==> src/rtl/overcurrent_monitor.sv <==
// Overcurrent monitor for a two-channel H-bridge.
// The comparators and the PWM are synchronized first. Comparator samples are
// blanked after each PWM rising edge and debounced. A trip forces the enables
// low and starts a cooldown. Repeated trips latch a lockout that only a
// clear request can release.
// Optional build macro: OCM_TRIP_COUNT_EN adds a saturating trip_count[15:0]
// output that only rst clears.
module overcurrent_monitor #(
    parameter int BLANK_CYC    = 50,
    parameter int DEBOUNCE_CYC = 8,
    parameter int COOLDOWN_CYC = 1000000,
    parameter int MAX_RETRY    = 3
) (
    input  logic        clk,
    input  logic        rst,
    input  logic        comp_a,
    input  logic        comp_b,
    input  logic        pwm_in,
    input  logic        en_req,
    input  logic        clear,
    output logic        en_a,
    output logic        en_b,
    output logic        fault_a,
    output logic        fault_b,
    output logic [1:0]  retry_cnt,
    output logic        lockout,
    output logic [1:0]  state
`ifdef OCM_TRIP_COUNT_EN
    ,
    output logic [15:0] trip_count
`endif
);

    localparam logic [1:0] ST_IDLE     = 2'd0;
    localparam logic [1:0] ST_RUN      = 2'd1;
    localparam logic [1:0] ST_COOLDOWN = 2'd2;
    localparam logic [1:0] ST_LOCKOUT  = 2'd3;

    localparam logic [15:0] BLANK_LD = 16'(BLANK_CYC);
    localparam logic [7:0]  DEB_LAST = 8'(DEBOUNCE_CYC - 1);
    localparam logic [23:0] COOL_LD  = 24'(COOLDOWN_CYC);
    localparam logic [1:0]  MAX_RT   = 2'(MAX_RETRY);

    // Synchronizer stages: _p0 is the first flop, _p1 is the synced copy.
    // pwm_p2 holds the previous synced PWM for edge detection.
    logic comp_a_p0, comp_a_p1;
    logic comp_b_p0, comp_b_p1;
    logic pwm_p0, pwm_p1, pwm_p2;

    logic        pwm_rise;
    logic [15:0] blank_cnt;
    logic        qual;
    logic        hit_a, hit_b;
    logic        trip_a, trip_b, trip_any;
    logic [7:0]  deb_a, deb_b;

    logic [23:0] cd_cnt, cd_nxt, cd_dec;
    logic [1:0]  state_nxt;
    logic [1:0]  retry_nxt, retry_inc;
    logic        fa_nxt, fb_nxt;

    assign pwm_rise = pwm_p1 & ~pwm_p2;

    // Two-flop synchronizers for the asynchronous inputs, plus a PWM history flop.
    always_ff @(posedge clk) begin
        if (rst) begin
            comp_a_p0 <= 1'b0;
            comp_a_p1 <= 1'b0;
            comp_b_p0 <= 1'b0;
            comp_b_p1 <= 1'b0;
            pwm_p0    <= 1'b0;
            pwm_p1    <= 1'b0;
            pwm_p2    <= 1'b0;
        end else begin
            comp_a_p0 <= comp_a;
            comp_a_p1 <= comp_a_p0;
            comp_b_p0 <= comp_b;
            comp_b_p1 <= comp_b_p0;
            pwm_p0    <= pwm_in;
            pwm_p1    <= pwm_p0;
            pwm_p2    <= pwm_p1;
        end
    end

    // Blanking counter: reloads on each synced PWM rise, then counts down to zero.
    always_ff @(posedge clk) begin
        if (rst) begin
            blank_cnt <= '0;
        end else if (pwm_rise) begin
            blank_cnt <= BLANK_LD;
        end else if (blank_cnt != 16'd0) begin
            blank_cnt <= blank_cnt - 16'd1;
        end
    end

    // The edge cycle itself is blanked: the reloaded count is not visible until
    // the cycle after. Outside RUN the comparators are ignored.
    assign qual     = (state == ST_RUN) & pwm_p1 & ~pwm_rise & (blank_cnt == 16'd0);
    assign hit_a    = qual & comp_a_p1;
    assign hit_b    = qual & comp_b_p1;
    assign trip_a   = hit_a & (deb_a == DEB_LAST);
    assign trip_b   = hit_b & (deb_b == DEB_LAST);
    assign trip_any = trip_a | trip_b;

    // Debounce counters: count consecutive qualified highs, clear on trip or gap.
    always_ff @(posedge clk) begin
        if (rst) begin
            deb_a <= '0;
            deb_b <= '0;
        end else begin
            deb_a <= (hit_a && !trip_a) ? deb_a + 8'd1 : 8'd0;
            deb_b <= (hit_b && !trip_b) ? deb_b + 8'd1 : 8'd0;
        end
    end

    assign retry_inc = retry_cnt + 2'd1;
    assign cd_dec    = cd_cnt - 24'd1;

    // Next-state, retry and fault-flag decisions for the protection FSM.
    always_comb begin
        state_nxt = state;
        cd_nxt    = cd_cnt;
        retry_nxt = retry_cnt;
        fa_nxt    = fault_a;
        fb_nxt    = fault_b;
        case (state)
            ST_IDLE: begin
                if (clear) begin
                    fa_nxt    = 1'b0;
                    fb_nxt    = 1'b0;
                    retry_nxt = 2'd0;
                end else if (en_req) begin
                    state_nxt = ST_RUN;
                end
            end
            ST_RUN: begin
                // A trip takes priority over en_req dropping in the same cycle.
                if (trip_any) begin
                    fa_nxt    = fault_a | trip_a;
                    fb_nxt    = fault_b | trip_b;
                    retry_nxt = retry_inc;
                    if (retry_inc == MAX_RT) begin
                        state_nxt = ST_LOCKOUT;
                    end else begin
                        state_nxt = ST_COOLDOWN;
                        cd_nxt    = COOL_LD;
                    end
                end else if (!en_req) begin
                    state_nxt = ST_IDLE;
                end
            end
            ST_COOLDOWN: begin
                // Exit on the cycle the count reaches zero, so COOLDOWN lasts
                // exactly COOLDOWN_CYC cycles.
                cd_nxt = cd_dec;
                if (cd_cnt <= 24'd1) begin
                    state_nxt = en_req ? ST_RUN : ST_IDLE;
                end
            end
            ST_LOCKOUT: begin
                if (clear && !en_req) begin
                    fa_nxt    = 1'b0;
                    fb_nxt    = 1'b0;
                    retry_nxt = 2'd0;
                    state_nxt = ST_IDLE;
                end
            end
            default: begin
                state_nxt = ST_IDLE;
            end
        endcase
    end

    // Protection FSM registers and registered outputs.
    always_ff @(posedge clk) begin
        if (rst) begin
            state     <= ST_IDLE;
            cd_cnt    <= '0;
            retry_cnt <= 2'd0;
            fault_a   <= 1'b0;
            fault_b   <= 1'b0;
            lockout   <= 1'b0;
            en_a      <= 1'b0;
            en_b      <= 1'b0;
        end else begin
            state     <= state_nxt;
            cd_cnt    <= cd_nxt;
            retry_cnt <= retry_nxt;
            fault_a   <= fa_nxt;
            fault_b   <= fb_nxt;
            lockout   <= (state_nxt == ST_LOCKOUT);
            // Enables follow the synced PWM only while the machine stays in RUN.
            en_a      <= (state_nxt == ST_RUN) & pwm_p1;
            en_b      <= (state_nxt == ST_RUN) & pwm_p1;
        end
    end

`ifdef OCM_TRIP_COUNT_EN
    // Lifetime trip-event counter: a dual-channel trip counts once, and the
    // counter saturates.
    always_ff @(posedge clk) begin
        if (rst) begin
            trip_count <= '0;
        end else if ((state == ST_RUN) && trip_any && (trip_count != 16'hFFFF)) begin
            trip_count <= trip_count + 16'd1;
        end
    end
`endif

endmodule

==> config.mk <==
export PLATFORM = sky130hd
export DESIGN_NAME = overcurrent_monitor
export DESIGN_NICKNAME = d
export VERILOG_FILES = /design/src/rtl/overcurrent_monitor.sv
export SDC_FILE = /design/constraint.sdc
export NUM_CORES = 1
export LEC_CHECK = 0
export ABC_CLOCK_PERIOD_IN_PS = 3100
export CORE_MARGIN = 5
export CORE_UTILIZATION = 32
export DETAILED_ROUTE_END_ITERATION = 6
export PLACE_DENSITY = 0.52
export SYNTH_ARGS = -nofsm -noshare
export SYNTH_HDL_FRONTEND = slang
export SYNTH_SLANG_ARGS = --single-unit
==> constraint.sdc <==
create_clock -name clk -period 3.1 [get_ports clk]
set_clock_uncertainty 0.05 [all_clocks]
set_input_delay 0.465 -clock clk [delete_from_list [all_inputs] [get_ports clk]]
set_output_delay 0.465 -clock clk [all_outputs]
set_load 0.005 [all_outputs]
==> out/metrics.csv <==
metric,value,unit
finalMaxSlewViolations,0,
drc_errors,0,
crit_path_start_kind,flip-flop,
die_area,12420,um2
fin_crit_sh,0.7477,
rows,37,
arrival,2470,ps
rsz0062_at_grt,no,
setup_tns,0,ps
final-hold-violation-count,0,
tritoncts,done,
fin_util,0.3763,
synth-warning-count,0,
path_class,reg -> reg,
wl,6398,um
clkSlewWorstSetupHoldPaths,70,ps
worst_slew_pin_slew,746.1,ps
crit_required,3260,ps
nets,392,
grt_max_degree,17,
drt_iter0_drc,80,
syn_nets,375,
avgSynthCellArea,9.122,um2
cp_max_fo,12,
netlist_area,3293,um2
wl_per_cell,12.33,um
grt_pass1_wl,10990,um
port_buffers,15,
multi_input_area,1789,um2
fmax,431.4,MHz
ios,16,
fill_cells,1062,
viasPerCell,4.765,
grtUsageTotal,0.1058,
maxCapViolations,0,
status,"complete, no violations",
first_pass_iters,4,
overflow,0,
clkLatencyLatePin,350,ps
power.density,742.8,nW/um2
ys_types,51,
cts_buffers,9,
final_area,3832,um2
yosys.area.top_type,dfxtp_1,
root_buffer,clkbuf_8,
async_flop_share,0,
antenna_found_initial,0,
initial_utilization,0.3233,
synthFlopType,dfxtp_1,
coreArea,10180,um2
ant_nets,0,
dpl.hpwl,4462,um
postCtsSetupBuffers,0,
hp-class,reg -> reg,
antennaDiodeCount,0,
ys_seq_area_frac,0.4316,
ys_ff_latch,71,
power_leakage,0.001415,uW
postCtsHoldBufs,0,
gp_congestion,0.7773,
chipHeight,111.4,um
clock_sinks,71,
cts_max_level,3,
synth_top_area_frac,0.4316,
finalSetupViolations,0,
syn_to_final_growth,16.38,%
via_count,2473,
seqCellArea,1421,um2
die_w,111.4,um
slew_headroom,0.4985,
placed_area,3572,um2
synth_edf_count,0,
cts_resized,0,
netlist_instances,361,
grt_pass1_vias,2388,
yosys-top-cells-area,"dfxtp_1 (43%), nor2_1 (7.3%), xnor2_1 (6.4%)",
cts_buffer_depth,2,
end_kind,flip-flop,
final_layout_size_suffix_gt1_frac,0.08877,
layout_min_cycle_time,2318,ps
peakVddDrop,0.2962,mV
[metal layers]
layer / GRT usage / part of all wire
met3: 0.03370 / 0.037
met2: 0.1809 / 0.48
met4: 0.03163 / 0.013
met1: 0.1271 / 0.47
met5: 0 / 0
[per-stage QoR]
stage | setup slack, ps | total power, uW | hold WS (ps) | cells
after CTS | 732.5 | 2887 | 389.3 | 519
after global routing | 543.6 | 3037 | 413.3 | 519
after floorplan | 1076 | 1735 | 363.8 | 361
after detailed placement | 760.2 | 1905 | 372.3 | 503
final | 782.0 | 2847 | 386.2 | 519
after global placement | 805.2 | 1897 | 375.2 | 503
[worst max-delay path, stage by stage, from the launching register on]
cell	delay (ps)
dfxtp_1	360
nor4_1	510
nand4b_1	530
nor4_1	490
xnor2_1	160
a21oi_1	80
[path summary, 6_finish.rpt]
check | start | endpoint | slack [ps] | depth (start not counted)
setup / recovery | cd_cnt[2]$_SDFFE_PP0P_ | cd_cnt[18]$_SDFFE_PP0P_ | 780 | 5
hold / removal | pwm_p0$_SDFF_PP0_ | pwm_p1$_SDFF_PP0_ | 390 | 1
setup reg to reg | cd_cnt[2]$_SDFFE_PP0P_ | cd_cnt[18]$_SDFFE_PP0P_ | 780 | 5
hold reg to reg | pwm_p0$_SDFF_PP0_ | pwm_p1$_SDFF_PP0_ | 390 | 1
[synth_stat cells (all sizes together) (2+ instances only)]
cell     instances
a211oi           2
a21oi           19
a31oi            2
and2             2
and3             5
buf              3
clkbuf           8
dfxtp           71
ha               7
inv              7
mux2             2
nand2           14
nand2b           6
nand3           22
nand3b           2
nand4            4
nand4b           7
nor2            65
nor2b           11
nor3            15
nor4            16
o2111ai          2
o31ai            2
or3              4
or4              6
xnor2           24
xor2            22
[cell usage in the layout, fill, tap and decap left out, drive strengths merged, types with 2 or more instances in the layout]
master         instances
a211oi                 2
a21oi                 19
a31oi                  2
and2                   2
and3                   5
buf                    2
bufinv                 4
clkbuf                10
clkdlybuf4s50         15
dfxtp                 71
ha                     7
inv                    7
mux2                   2
nand2                 14
nand2b                 6
nand3                 22
nand3b                 2
nand4                  4
nand4b                 7
nor2                  65
nor2b                 11
nor3                  15
nor4                  16
o2111ai                2
o31ai                  2
or3                    4
or4                    6
xnor2                 24
xor2                  22
[cell type report]
type,instances,area share
multi-input cells,272,0.4669
flip-flops and latches,71,0.3709
well taps,136,0.04440
repair buffers,17,0.04309
clock inverters,6,0.03461
clock buffers,10,0.03330
inverters,7,0.006856
[state kept, by name, indices dropped and copies added, names as in the netlist]
register   cells
blank_cnt     16
cd_cnt        24
comp_a_p0      1
comp_a_p1      1
comp_b_p0      1
comp_b_p1      1
deb_a          8
deb_b          8
en_b           1
fault_a        1
fault_b        1
lockout        1
pwm_p0         1
pwm_p1         1
pwm_p2         1
retry_cnt      2
state          2
[logic make-up after synthesis]
family	after synthesis	share of synthesized area
buffers and inverters	18	0.02508
muxes	3	0.01102
and+or+nand+nor	184	0.3134
adders and majority gates	7	0.02659
DFF	71	0.4316
AOI/OAI and AO/OA	32	0.06991
xor gates and xnor gates	46	0.1223
[where the power goes]
part / internal, uW / leakage [uW] / switching (uW) / total, uW
Clock: 615 / 0.000126 / 351 / 966
Sequential: 1010 / 0.000576 / 96.3 / 1110
Combinational: 314 / 0.000712 / 460 / 774
No activity file was read; power rests on OpenSTA's default activity.
